===== src/rtl/image_three2four_pack.sv =====
// image_three2four_pack: packs a byte-serial R,G,B stream into one 32-bit
// word per pixel, {PAD_BYTE, B, G, R}, framed by a start/done handshake.
module image_three2four_pack #(
  parameter logic [7:0] PAD_BYTE = 8'h00,
  parameter int         CNT_BITS = 16
) (
  input  logic                clk,
  input  logic                rst_n,
  input  logic                start,
  input  logic [CNT_BITS-1:0] pixel_total,
  input  logic [7:0]          s_data,
  input  logic                s_valid,
  output logic                s_ready,
  output logic [31:0]         m_data,
  output logic                m_valid,
  input  logic                m_ready,
  output logic                busy,
  output logic                done
);

  typedef enum logic [1:0] {IDLE, RUN, DRAIN, DONE} state_t;

  state_t              state, state_nx;
  logic [1:0]          idx;
  logic [7:0]          stg_r, stg_g;
  logic [CNT_BITS-1:0] cnt, total, cnt_inc;
  logic                s_acc, byte2_acc, m_hs, last_pix;

  assign s_acc     = s_valid && s_ready;
  assign byte2_acc = s_acc && (idx == 2'd2);
  assign m_hs      = m_valid && m_ready;
  assign cnt_inc   = cnt + {{(CNT_BITS-1){1'b0}}, 1'b1};
  assign last_pix  = (cnt_inc == total);

  assign busy = (state == RUN) || (state == DRAIN);
  assign done = (state == DONE);

  // Input is open in RUN; the third byte waits until the output register is free.
  always_comb begin
    s_ready = 1'b0;
    if (state == RUN)
      s_ready = (idx == 2'd2) ? (!m_valid || m_ready) : 1'b1;
  end

  // Next-state logic. A zero-pixel transfer passes through DRAIN, which exits
  // at once with an empty output register; that gives the one busy cycle
  // before done.
  always_comb begin
    state_nx = state;
    case (state)
      IDLE:  if (start) state_nx = (pixel_total == '0) ? DRAIN : RUN;
      RUN:   if (byte2_acc && last_pix) state_nx = DRAIN;
      DRAIN: if (!m_valid || m_ready) state_nx = DONE;
      DONE:  state_nx = IDLE;
      default: state_nx = IDLE;
    endcase
  end

  // State register.
  always_ff @(posedge clk or negedge rst_n) begin
    if (!rst_n) state <= IDLE;
    else        state <= state_nx;
  end

  // Transfer bookkeeping: total latch, byte index and pixel count.
  always_ff @(posedge clk or negedge rst_n) begin
    if (!rst_n) begin
      total <= '0;
      cnt   <= '0;
      idx   <= 2'd0;
    end else if (state == IDLE && start) begin
      total <= pixel_total;
      cnt   <= '0;
      idx   <= 2'd0;
    end else if (s_acc) begin
      idx <= (idx == 2'd2) ? 2'd0 : idx + 2'd1;
      if (idx == 2'd2) cnt <= cnt_inc;
    end
  end

  // Staging for R and G, kept apart from m_data so a stalled word never changes.
  always_ff @(posedge clk or negedge rst_n) begin
    if (!rst_n) begin
      stg_r <= 8'h00;
      stg_g <= 8'h00;
    end else if (s_acc) begin
      if (idx == 2'd0) stg_r <= s_data;
      if (idx == 2'd1) stg_g <= s_data;
    end
  end

  // Output register: loaded on the third byte, freed by the handshake.
  always_ff @(posedge clk or negedge rst_n) begin
    if (!rst_n) begin
      m_data  <= 32'h0;
      m_valid <= 1'b0;
    end else if (byte2_acc) begin
      m_data  <= {PAD_BYTE, s_data, stg_g, stg_r};
      m_valid <= 1'b1;
    end else if (m_hs) begin
      m_valid <= 1'b0;
    end
  end

endmodule


===== config.mk =====
export PLATFORM = sky130hd
export DESIGN_NAME = image_three2four_pack
export DESIGN_NICKNAME = d
export VERILOG_FILES = /design/src/rtl/image_three2four_pack.sv
export SDC_FILE = /design/constraint.sdc
export NUM_CORES = 1
export LEC_CHECK = 0
export CELL_PAD_IN_SITES_DETAIL_PLACEMENT = 0
export CELL_PAD_IN_SITES_GLOBAL_PLACEMENT = 1
export CORE_UTILIZATION = 40
export DETAILED_ROUTE_END_ITERATION = 16
export HOLD_SLACK_MARGIN = 0.15
export PLACE_DENSITY = 0.89
export SLEW_MARGIN = 20
export SYNTH_ARGS = -nofsm -noshare
export SYNTH_HDL_FRONTEND = slang
export SYNTH_SLANG_ARGS = --single-unit

===== constraint.sdc =====
create_clock -name clk -period 3.05 [get_ports clk]
set_input_delay 0.305 -clock clk [delete_from_list [all_inputs] [get_ports clk]]
set_output_delay 0.305 -clock clk [all_outputs]
set_load 0.01 [all_outputs]

After elaboration in Yosys (flattened, before gate mapping)

Cells that the tools add are included.

Add/subtract/negate cells: 2
Equality and inequality tests: 9
Mux-type cells: 15
Reductions and logical operators: 18

Operators with widths:

| operator              | count |
|---|---|
| $mux 16               | 3 |
| $add 16x1->16 const B | 1 |
| $eq 16x16->1          | 1 |
| $logic_not 16->1      | 1 |
| $mux 2                | 7 |
| $pmux 2 s4            | 1 |
| $eq 2x2->1 const B    | 3 |
| $reduce_and 2->1      | 3 |
| $reduce_bool 2->1     | 3 |
| $logic_and 1x1->1     | 5 |
| $eq 2x1->1 const B    | 2 |
| $logic_not 2->1       | 2 |
| $mux 1                | 4 |
| $ne 2x1->1 const B    | 2 |
| $reduce_and 3->1      | 1 |
| $add 2x1->2 const B   | 1 |
| $logic_or 1x1->1      | 2 |
| $ne 2x2->1 const B    | 1 |
| $logic_not 1->1       | 1 |

Register bits after elaboration: 77
Input port bits: 29
Output and inout bits: 36
Logic and storage cells: 52

Longest topological paths before layout

Gate-level depths: netlist of run 1.

Depth in word-level cells: 9
Gate-level depth with buffers: 9
Mapped depth without buffers: 9

Worst setup path after synthesis of run 1

Ideal clock, no wire load.

Path kind: reg2reg
From: reg state[1]
To: reg state[0]
Library setup time: 132 ps
Arrival time: 2,028 ps
Data required time: 2,918 ps
Slack: 889 ps
Stages on the path, launching flop included: 10
Buffers on the path: 0
Clock period less this slack: 2,161 ps
Cell sequence: dfrtp_1 inv_1 ha_1 nand2_1 or4b_4 a221oi_1 nand4_1 nor4_1 a31oi_1 mux2i_1

Cells in the longest elaborated chain, start to end: 7
Elaborated cells between the ends (all ways): 13
Classes of those cells: 6 x eq/ne; 2 x mux; 5 x reduce/logical

Ends and longest elaborated chain:

| what                       | RTL line | text |
|---|---|---|
| start: declaration         | 23       | `state_t state, state_nx;` |
| start signal: assignment   | 62       | `else state <= state_nx;` |
| $eq 2x1->1                 | 41, 50   |  |
| $mux 1                     | 41       | `if (state == RUN)` |
| $logic_and 1x1->1          | 29       | `assign s_acc = s_valid && s_ready;` |
| $logic_and 1x1->1          | 30       | `assign byte2_acc = s_acc && (idx == 2'd2);` |
| $logic_and 1x1->1          | 52       | `RUN: if (byte2_acc && last_pix) state_nx = DRAIN;` |
| $ne 2x1->1 (no line)       | -        |  |
| $reduce_and 3->1 (no line) | -        |  |

Several ways; a longest one is shown, not always the timed one.
A chain may end at the register's enable or synchronous reset.

Worst setup path after layout of run 1

From: reg state[1]
To: reg state[1]

Same word-level chain as after synthesis.

==> impl_results.html, run 1 <==
<table>
<tr><th>Metric</th><th>Value</th></tr>
<tr><th colspan="2">Outcome</th></tr>
<tr><td>Run status</td><td>finished, final reports clean</td></tr>
<tr><th colspan="2">Place</th></tr>
<tr><td>Post-DP HPWL</td><td>5961 um</td></tr>
<tr><td>Final Wtd Congestion</td><td>0.8091</td></tr>
<tr><td>IO Port Bufs</td><td>56</td></tr>
<tr><td>Post-Place Cells</td><td>551</td></tr>
<tr><th colspan="2">STA</th></tr>
<tr><td>Count of final setup violators</td><td>0</td></tr>
<tr><td>Final TNS setup</td><td>0 ns</td></tr>
<tr><td>Final period util</td><td>83.26%</td></tr>
<tr><td>Period minus WS final</td><td>2.539 ns</td></tr>
<tr><td>Final hold slack</td><td>0.4726 ns</td></tr>
<tr><td>Achievable clock frequency</td><td>393.8 MHz</td></tr>
<tr><td>Clock Skew</td><td>0.007110 ns</td></tr>
<tr><td>RSZ-0062 raised after global routing</td><td>false</td></tr>
<tr><td>Pins over their slew limit</td><td>0</td></tr>
<tr><td>Worst slew margin relative to its limit</td><td>47.78%</td></tr>
<tr><td>Slew of the pin with the lowest slew margin</td><td>0.7790 ns</td></tr>
<tr><td>Final number of hold-violating endpoints</td><td>0</td></tr>
<tr><th colspan="2">Global routing</th></tr>
<tr><td>Vias in the first global route</td><td>3015</td></tr>
<tr><td>GR Overflow Total</td><td>0</td></tr>
<tr><td>Largest net degree at the start of global routing</td><td>78</td></tr>
<tr><td>Global-route wire length before repair</td><td>14570 um</td></tr>
<tr><td>Initial antenna violation count</td><td>0</td></tr>
<tr><td>Overall Global Routing Usage</td><td>19.13%</td></tr>
<tr><th colspan="2">Finish</th></tr>
<tr><td>Finished Core Util</td><td>51.85%</td></tr>
<tr><td>Area grow syn2layout</td><td>23.34%</td></tr>
<tr><td>Leading cell types in the layout, fill and taps excluded</td><td>137 x sky130_fd_sc_hd__nand2_1, 77 x sky130_fd_sc_hd__dfrtp_1, 55 x sky130_fd_sc_hd__clkdlybuf4s50_1</td></tr>
<tr><td>Share of post-route cells with drive strength above 1</td><td>10.22%</td></tr>
<tr><td>Combined area of the multi-input logic cells</td><td>1690 um^2</td></tr>
<tr><td>Filler Cell Count</td><td>821</td></tr>
<tr><td>Most frequent standard cell in the layout excluding fill and tap cells</td><td>sky130_fd_sc_hd__nand2_1</td></tr>
<tr><td>Area used by sequential logic in the layout</td><td>1927 um^2</td></tr>
<tr><td>Inserted Diodes</td><td>0</td></tr>
<tr><td>Number of nets at the end of the flow</td><td>489</td></tr>
<tr><td>Post-layout instance count excluding filler cells</td><td>568</td></tr>
<tr><th colspan="2">CTS</th></tr>
<tr><td>CTS root buf</td><td>sky130_fd_sc_hd__clkbuf_8</td></tr>
<tr><td>Number of buffers added by the clock tree synthesis step</td><td>9</td></tr>
<tr><td>TritonCTS clock tree</td><td>done</td></tr>
<tr><td>Number of sinks driven by the clock tree</td><td>77</td></tr>
<tr><td>Worst-skew pair later-pin latency</td><td>0.35 ns</td></tr>
<tr><td>H-tree depth reported by CTS</td><td>3</td></tr>
<tr><td>Post-cts sizing count</td><td>0</td></tr>
<tr><td>Post-CTS Setup Bufs</td><td>0</td></tr>
<tr><td>Clk slew on worst S/H paths</td><td>0.08 ns</td></tr>
<tr><td>Worst-case clock buffer depth</td><td>2</td></tr>
<tr><th colspan="2">Setup path</th></tr>
<tr><td>Critical path start-end classification</td><td>flip-flop to flip-flop</td></tr>
<tr><td>Slack of the worst reg-to-reg path</td><td>0.51 ns</td></tr>
<tr><td>Slowest stage delay, CP</td><td>0.58 ns</td></tr>
<tr><td>Endpoint kind of the worst setup timing path</td><td>flip-flop</td></tr>
<tr><td>Crit path buffers/inverters</td><td>1</td></tr>
<tr><td>Cell Chain, Critical Path</td><td>inv_1 &gt; ha_1 &gt; nand2_1 &gt; or4b_4 &gt; a221oi_1 &gt; nand4_1 &gt; nor4_1 &gt; a31oi_1 &gt; mux2i_1</td></tr>
<tr><td>Worst endpoint data arrival time</td><td>2.76 ns</td></tr>
<tr><td>Largest fanout of any net on the critical path</td><td>8</td></tr>
<tr><td>Required arrival time at the worst endpoint</td><td>3.27 ns</td></tr>
<tr><td>Crit Reg-Reg Startpoint</td><td>state[1]$_DFFE_PN0P_</td></tr>
<tr><td>Slowest stage cell on the critical path</td><td>sky130_fd_sc_hd__or4b_4</td></tr>
<tr><td>Cells on worst reg2reg path</td><td>9</td></tr>
<tr><td>Category of cells accounting for the largest share of critical-path delay</td><td>simple AND/OR/NAND/NOR gates</td></tr>
<tr><td>Startpoint type of the worst setup path</td><td>flip-flop</td></tr>
<tr><td>Reg-to-reg endpoint</td><td>state[1]$_DFFE_PN0P_</td></tr>
<tr><th colspan="2">Route</th></tr>
<tr><td>DRC Markers</td><td>0</td></tr>
<tr><td>Number of optimization iterations in the first detailed-route pass</td><td>6</td></tr>
<tr><td>Avg WL per Cell</td><td>15.21 um</td></tr>
<tr><td>Vias/cell</td><td>5.081</td></tr>
<tr><td>Number of vias after detailed routing</td><td>2886</td></tr>
<tr><td>First-iteration detailed-routing DRC count</td><td>179</td></tr>
<tr><td>ANT nets after route</td><td>0</td></tr>
<tr><td>Aggregate routed wire length</td><td>8637 um</td></tr>
<tr><th colspan="2">Power</th></tr>
<tr><td>Switching power</td><td>1.371 mW</td></tr>
<tr><td>Internal power contribution</td><td>2.547 mW</td></tr>
<tr><td>Sequential share of power</td><td>42.7%</td></tr>
<tr><td>Pwr/cell area</td><td>854.0 nW/um^2</td></tr>
<tr><td>Clk pwr share</td><td>20.8%</td></tr>
<tr><td>Overall power after layout</td><td>3.918 mW</td></tr>
<tr><td>Switching part of the total</td><td>34.99%</td></tr>
<tr><td>Gate power share</td><td>36.5%</td></tr>
<tr><td>Leakage Power</td><td>2.103 nW</td></tr>
<tr><td>Worst vdd ir</td><td>474.8 uV</td></tr>
<tr><th colspan="2">Die</th></tr>
<tr><td>Chip height</td><td>98.44 um</td></tr>
<tr><td>Placeable Area</td><td>8848 um^2</td></tr>
<tr><td>Count of standard-cell rows</td><td>34</td></tr>
<tr><td>Die Span X</td><td>98.44 um</td></tr>
<tr><td>IO Count</td><td>65</td></tr>
<tr><td>Die area</td><td>9689 um^2</td></tr>
<tr><td>Effective utilization at floorplan</td><td>42.04%</td></tr>
<tr><th colspan="2">Hold path</th></tr>
<tr><td>Type of the most critical hold path</td><td>flip-flop to flip-flop</td></tr>
<tr><td>Hold Crit Endpoint</td><td>m_data[9]$_DFFE_PN0P_</td></tr>
<tr><td>Min-delay src</td><td>stg_g[1]$_DFFE_PN0P_</td></tr>
<tr><td>Worst hold path stage count</td><td>2</td></tr>
<tr><th colspan="2">Synthesis</th></tr>
<tr><td>Number of unique standard cell types used by synthesis</td><td>42</td></tr>
<tr><td>Seq/Total Area, Yosys</td><td>51.80%</td></tr>
<tr><td>Primary flip-flop cell chosen by synthesis mapping</td><td>sky130_fd_sc_hd__dfrtp_1</td></tr>
<tr><td>Netlist area before placement</td><td>3720 um^2</td></tr>
<tr><td>Post-Syn Instances</td><td>396</td></tr>
<tr><td>Seq cells post-synth</td><td>77</td></tr>
<tr><td>Fraction of synthesis flops using an asynchronous set or reset pin</td><td>100.0%</td></tr>
<tr><td>Fraction of post-synthesis cell area in the top cell type by area</td><td>51.80%</td></tr>
<tr><td>Total of warnings raised by yosys</td><td>0</td></tr>
<tr><td>Synth area leaders</td><td>sky130_fd_sc_hd__dfrtp_1 52%, sky130_fd_sc_hd__nand2_1 14%, sky130_fd_sc_hd__xnor2_1 5.4%</td></tr>
<tr><td>Post-synthesis average cell area</td><td>9.393 um^2</td></tr>
<tr><td>Number of enable flip-flop cells after synthesis</td><td>0</td></tr>
<tr><td>Library cell with the largest summed area after synthesis</td><td>sky130_fd_sc_hd__dfrtp_1</td></tr>
<tr><th colspan="2">Job</th></tr>
<tr><td>Maximum capacitance violations</td><td>0</td></tr>
</table>
## timing repair
| item | in CTS | in global routing |
|---|---|---|
| setup endpoints to repair | 0 | 0 |
| endpoints found under the hold margin | 68 | 0 |
| hold buffers | 1 | 0 |
## per-stage QoR
stage	setup slack, ns	area (um^2)
after floorplan	0.8894	3746
final	0.5106	4588
after global routing	0.2832	4588
after CTS	0.5215	4584
after global placement	0.6308	4367
after detailed placement	0.5073	4367
## per-layer routing
| metal | vias up | share of wire (%) | track usage (%) |
|---|---|---|---|
| met3 | 10 | 5.4 | 5.035 |
| met2 | 72 | 48 | 31.37 |
| li1 | 1393 | - | - |
| met1 | 1411 | 45 | 24.54 |
| met5 | - | 0 | 0 |
| met4 | 0 | 1.3 | 6.889 |
## power by group through the flow
stage                     sequential [mW]  combinational (mW)  clock, mW
after global routing                 1.72                1.58      0.875
final                                1.67                1.43      0.814
after global placement               1.67                1.40          0
after CTS                            1.67                1.45      0.836
after floorplan                      1.69               0.786          0
after detailed placement             1.69                1.44          0
## state kept, by name, summed over array words and instances (netlist names)
name,flops
stg_g,8
idx,2
total,16
m_data,24
cnt,16
state,2
stg_r,8
m_valid,1
## worst register-to-register path, stage by stage, from the launching register on
cell                       delay (ns)
sky130_fd_sc_hd__dfrtp_1         0.41
sky130_fd_sc_hd__inv_1           0.12
sky130_fd_sc_hd__ha_1            0.23
sky130_fd_sc_hd__nand2_1         0.17
sky130_fd_sc_hd__or4b_4          0.58
sky130_fd_sc_hd__a221oi_1        0.24
sky130_fd_sc_hd__nand4_1         0.14
sky130_fd_sc_hd__nor4_1          0.20
sky130_fd_sc_hd__a31oi_1         0.17
sky130_fd_sc_hd__mux2i_1         0.16
## kinds of logic after synthesis
kind of cell	after synthesis	share of synthesized area (%)
AO/OA/AOI/OAI	27	4.272
XOR/XNOR	34	8.005
adder cells (fa/ha/maj)	5	1.682
buffers and inverters	27	3.666
flip-flops	77	51.80
multiplexers	21	6.189
other	1	0.1008
AND/OR/NAND/NOR	204	24.29
## cells in the mapped netlist, types with 5 or more instances
| master | number |
|---|---|
| sky130_fd_sc_hd__o21ai_0 | 8 |
| sky130_fd_sc_hd__nor2_1 | 25 |
| sky130_fd_sc_hd__xnor2_1 | 23 |
| sky130_fd_sc_hd__ha_1 | 5 |
| sky130_fd_sc_hd__nand2_1 | 137 |
| sky130_fd_sc_hd__dfrtp_1 | 77 |
| sky130_fd_sc_hd__inv_1 | 7 |
| sky130_fd_sc_hd__a21oi_1 | 11 |
| sky130_fd_sc_hd__xor2_1 | 11 |
| sky130_fd_sc_hd__or3_1 | 6 |
| sky130_fd_sc_hd__mux2_2 | 16 |
| sky130_fd_sc_hd__nor3_1 | 7 |
| sky130_fd_sc_hd__buf_4 | 9 |
| sky130_fd_sc_hd__mux2i_1 | 5 |
| sky130_fd_sc_hd__clkbuf_1 | 9 |
## area by class of cell
cell class                 count  area share (%)
clock inverter                 6           1.527
inverter                       7          0.5727
tap                          108           2.945
timing repair buffer          61           13.12
sequential                    77           42.00
clock buffer                  10           3.000
multi-input combinational    299           36.84
## how the worst max path moves through the flow
stage / startpoint / to / slack, ns / depth (start not counted)
detailed placement: s_valid / state[1]$_DFFE_PN0P_ / 0.51 / 8
floorplan: state[1]$_DFFE_PN0P_ / state[0]$_DFFE_PN0P_ / 0.89 / 9
global route: state[1]$_DFFE_PN0P_ / state[0]$_DFFE_PN0P_ / 0.28 / 9
global placement: s_valid / state[1]$_DFFE_PN0P_ / 0.63 / 8
CTS: state[1]$_DFFE_PN0P_ / state[1]$_DFFE_PN0P_ / 0.52 / 9
finish: state[1]$_DFFE_PN0P_ / state[1]$_DFFE_PN0P_ / 0.51 / 9
No activity file was read; power rests on OpenSTA's default activity.
==> inputs of run 2 (changes only) <==
CORE_UTILIZATION = 36   (was 40)
PLACE_DENSITY = 0.85   (was 0.89)
clock period = 2.2 ns   (was 3.05 ns; I/O delays follow)
==> run 2 against run 1 <==
Net effect:
- sequential power rose by 37%
- register-to-register slack got worse by 0.44 ns
- critical path type unchanged
- hold slack got worse by 0.074 ns
- cell count rose by 8.1%
- highest routed layer unchanged
- total power rose by 43%
- die area rose by 11%
- global-route usage fell by 1.5 points
==> impl_results.html, run 2 (synthesis results as in run 1) <==
<table>
<tr><th>Metric</th><th>Value</th></tr>
<tr><th colspan="2">Die</th></tr>
<tr><td>Die Span X</td><td>103.7 um</td></tr>
<tr><td>Die area</td><td>10740 um^2</td></tr>
<tr><td>Effective utilization at floorplan</td><td>37.54%</td></tr>
<tr><td>IO Count</td><td>65</td></tr>
<tr><td>Placeable Area</td><td>9910 um^2</td></tr>
<tr><td>Chip height</td><td>103.7 um</td></tr>
<tr><td>Count of standard-cell rows</td><td>36</td></tr>
<tr><th colspan="2">Global routing</th></tr>
<tr><td>Initial antenna violation count</td><td>0</td></tr>
<tr><td>Vias in the first global route</td><td>3072</td></tr>
<tr><td>GR Overflow Total</td><td>0</td></tr>
<tr><td>Overall Global Routing Usage</td><td>17.65%</td></tr>
<tr><td>Global-route wire length before repair</td><td>15070 um</td></tr>
<tr><td>Largest net degree at the start of global routing</td><td>43</td></tr>
<tr><th colspan="2">STA</th></tr>
<tr><td>Worst slew margin relative to its limit</td><td>59.03%</td></tr>
<tr><td>Pins over their slew limit</td><td>0</td></tr>
<tr><td>Final period util</td><td>96.90%</td></tr>
<tr><td>Final number of hold-violating endpoints</td><td>0</td></tr>
<tr><td>Period minus WS final</td><td>2.132 ns</td></tr>
<tr><td>RSZ-0062 raised after global routing</td><td>true</td></tr>
<tr><td>Post-route worst setup slack</td><td>0.06831 ns</td></tr>
<tr><td>Final hold slack</td><td>0.3989 ns</td></tr>
<tr><td>Achievable clock frequency</td><td>469.1 MHz</td></tr>
<tr><td>Count of final setup violators</td><td>0</td></tr>
<tr><td>Final TNS setup</td><td>0 ns</td></tr>
<tr><td>Slew of the pin with the lowest slew margin</td><td>0.6131 ns</td></tr>
<tr><td>Clock Skew</td><td>0.01340 ns</td></tr>
<tr><th colspan="2">Finish</th></tr>
<tr><td>Most frequent standard cell in the layout excluding fill and tap cells</td><td>sky130_fd_sc_hd__nand2_1</td></tr>
<tr><td>Inserted Diodes</td><td>0</td></tr>
<tr><td>Layout Cell Area excl Fill</td><td>4822 um^2</td></tr>
<tr><td>Max reg flops</td><td>24</td></tr>
<tr><td>Register with the most flip-flops</td><td>m_data</td></tr>
<tr><td>Number of nets at the end of the flow</td><td>510</td></tr>
<tr><td>Share of post-route cells with drive strength above 1</td><td>16.01%</td></tr>
<tr><td>Leading cell types in the layout, fill and taps excluded</td><td>136 x sky130_fd_sc_hd__nand2_1, 76 x sky130_fd_sc_hd__dfrtp_1, 54 x sky130_fd_sc_hd__clkdlybuf4s50_1</td></tr>
<tr><td>Top flop regs</td><td>m_data (24), cnt (16), total (16)</td></tr>
<tr><td>Area grow syn2layout</td><td>29.63%</td></tr>
<tr><th colspan="2">Route</th></tr>
<tr><td>First-iteration detailed-routing DRC count</td><td>74</td></tr>
<tr><td>Number of vias after detailed routing</td><td>2914</td></tr>
<tr><td>Number of optimization iterations in the first detailed-route pass</td><td>4</td></tr>
<tr><td>DRC Markers</td><td>0</td></tr>
<tr><td>Avg WL per Cell</td><td>14.21 um</td></tr>
<tr><td>Vias/cell</td><td>4.746</td></tr>
<tr><td>Aggregate routed wire length</td><td>8725 um</td></tr>
<tr><td>ANT nets after route</td><td>0</td></tr>
<tr><th colspan="2">Setup path</th></tr>
<tr><td>Crit Reg-Reg Startpoint</td><td>state[1]$_DFFE_PN0P_</td></tr>
<tr><td>Worst endpoint data arrival time</td><td>2.36 ns</td></tr>
<tr><td>Largest fanout of any net on the critical path</td><td>2</td></tr>
<tr><td>Endpoint kind of the worst setup timing path</td><td>flip-flop</td></tr>
<tr><td>Critical path start-end classification</td><td>flip-flop to flip-flop</td></tr>
<tr><td>Startpoint type of the worst setup path</td><td>flip-flop</td></tr>
<tr><td>Beginning of the critical path</td><td>state[1]$_DFFE_PN0P_</td></tr>
<tr><td>Required arrival time at the worst endpoint</td><td>2.43 ns</td></tr>
<tr><td>Cells on worst reg2reg path</td><td>9</td></tr>
<tr><td>Slowest stage cell on the critical path</td><td>sky130_fd_sc_hd__or4b_4</td></tr>
<tr><td>Slowest stage delay, CP</td><td>0.48 ns</td></tr>
<tr><td>Cell Chain, Critical Path</td><td>inv_2 &gt; ha_4 &gt; nand2_4 &gt; or4b_4 &gt; a221oi_2 &gt; nand4_1 &gt; nor4_2 &gt; a31oi_2 &gt; mux2i_1</td></tr>
<tr><th colspan="2">Power</th></tr>
<tr><td>Leakage Power</td><td>2.230 nW</td></tr>
<tr><td>Clk pwr share</td><td>20.2%</td></tr>
<tr><td>Worst vdd ir</td><td>568.5 uV</td></tr>
<tr><td>Internal power contribution</td><td>3.631 mW</td></tr>
<tr><td>Overall power after layout</td><td>5.587 mW</td></tr>
<tr><td>Switching power</td><td>1.956 mW</td></tr>
<tr><td>Pwr/cell area</td><td>1159 nW/um^2</td></tr>
<tr><td>Sequential share of power</td><td>41.0%</td></tr>
<tr><td>Gate power share</td><td>38.8%</td></tr>
<tr><td>Switching part of the total</td><td>35.02%</td></tr>
<tr><th colspan="2">Job</th></tr>
<tr><td>Maximum capacitance violations</td><td>0</td></tr>
<tr><th colspan="2">Place</th></tr>
<tr><td>Final Wtd Congestion</td><td>0.8156</td></tr>
<tr><td>Post-DP HPWL</td><td>6169 um</td></tr>
<tr><td>Worst slack after detailed placement</td><td>-0.1539 ns</td></tr>
<tr><td>Total placed instance area</td><td>4518 um^2</td></tr>
<tr><td>IO Port Bufs</td><td>56</td></tr>
<tr><th colspan="2">Hold path</th></tr>
<tr><td>Type of the most critical hold path</td><td>input port to asynchronous set/reset pin</td></tr>
<tr><th colspan="2">CTS</th></tr>
<tr><td>TritonCTS clock tree</td><td>done</td></tr>
<tr><td>Clk slew on worst S/H paths</td><td>0.09 ns</td></tr>
<tr><td>H-tree depth reported by CTS</td><td>3</td></tr>
<tr><td>CTS root buf</td><td>sky130_fd_sc_hd__clkbuf_8</td></tr>
<tr><td>Number of buffers added by the clock tree synthesis step</td><td>9</td></tr>
<tr><td>Worst-case clock buffer depth</td><td>2</td></tr>
<tr><td>Number of sinks driven by the clock tree</td><td>77</td></tr>
<tr><td>Worst-skew pair later-pin latency</td><td>0.35 ns</td></tr>
<tr><th colspan="2">Outcome</th></tr>
<tr><td>Run status</td><td>finished, final reports clean</td></tr>
</table>
-- run 2: cell types whose count changed in the layout (fill, tap and decap cells not counted), moves of 2 or more --
cell                         delta
sky130_fd_sc_hd__inv_8          +2
sky130_fd_sc_hd__buf_4         +22
sky130_fd_sc_hd__clkinvlp_4     -2
sky130_fd_sc_hd__ha_1           -2
-- run 2: metal layers --
layer  up-vias  part of all wire, %  GRT usage, %
met5         -                    0             0
met4         0                 0.76         5.102
met3         8                  7.1         5.979
met2        75                   49         29.43
met1      1397                   43         21.66
li1       1434                    -             -
-- run 2: cell type report --
class | count | area (um^2)
well taps | 133 | 166.4
clock buffers | 9 | 123.9
clock inverters | 7 | 82.58
multi-input cells | 299 | 1737
repair buffers | 82 | 758.2
inverters | 7 | 26.28
fillers | 944 | 5087
flip-flops and latches | 77 | 1928
-- run 2: path summary, 6_finish.rpt --
path	to	slack, ns
worst max-delay path	state[0]$_DFFE_PN0P_	0.07
max in group asynchronous	m_data[14]$_DFFE_PN0P_	1.21
worst max register to register	state[0]$_DFFE_PN0P_	0.07
worst min-delay path	stg_g[5]$_DFFE_PN0P_	0.40
worst min register to register	m_data[11]$_DFFE_PN0P_	0.47
min in group clk	total[10]$_DFFE_PN0P_	0.42
-- run 2: worst max-delay path, delay by kind of cell, from the launching register on --
family / cells / cell delay, ns
DFF: 1 / 0.40
AOI/OAI and AO/OA: 2 / 0.34
adders and majority gates: 1 / 0.15
and+or+nand+nor: 4 / 0.88
buffers and inverters: 1 / 0.08
muxes: 1 / 0.15
-- run 2: timing repair --
action                                  in CTS  in global routing
gates cloned                                 0                  0
gates resized for setup                      7                  5
endpoints found under the setup margin       2                  5
setup buffers                                4                  1
pin swaps                                    4                  5
endpoints found under the hold margin       39                  0
hold buffers                                 1                  0
-- run 2: through the flow --
step	instances	util, %
floorplan	403	-
global placement	592	45.59
global route	614	48.66
detailed placement	592	45.59
CTS	613	48.42
finish	614	48.66
-- run 2: power groups by stage --
stage / sequential (mW) / combinational [mW] / clock, mW
5_1_grt: 2.37 / 2.42 / 1.21
3_3_place_gp: 2.29 / 2.04 / 0
4_1_cts: 2.29 / 2.17 / 1.16
6_report: 2.29 / 2.17 / 1.13
3_5_place_dp: 2.29 / 2.09 / 0
2_1_floorplan: 2.34 / 1.09 / 0
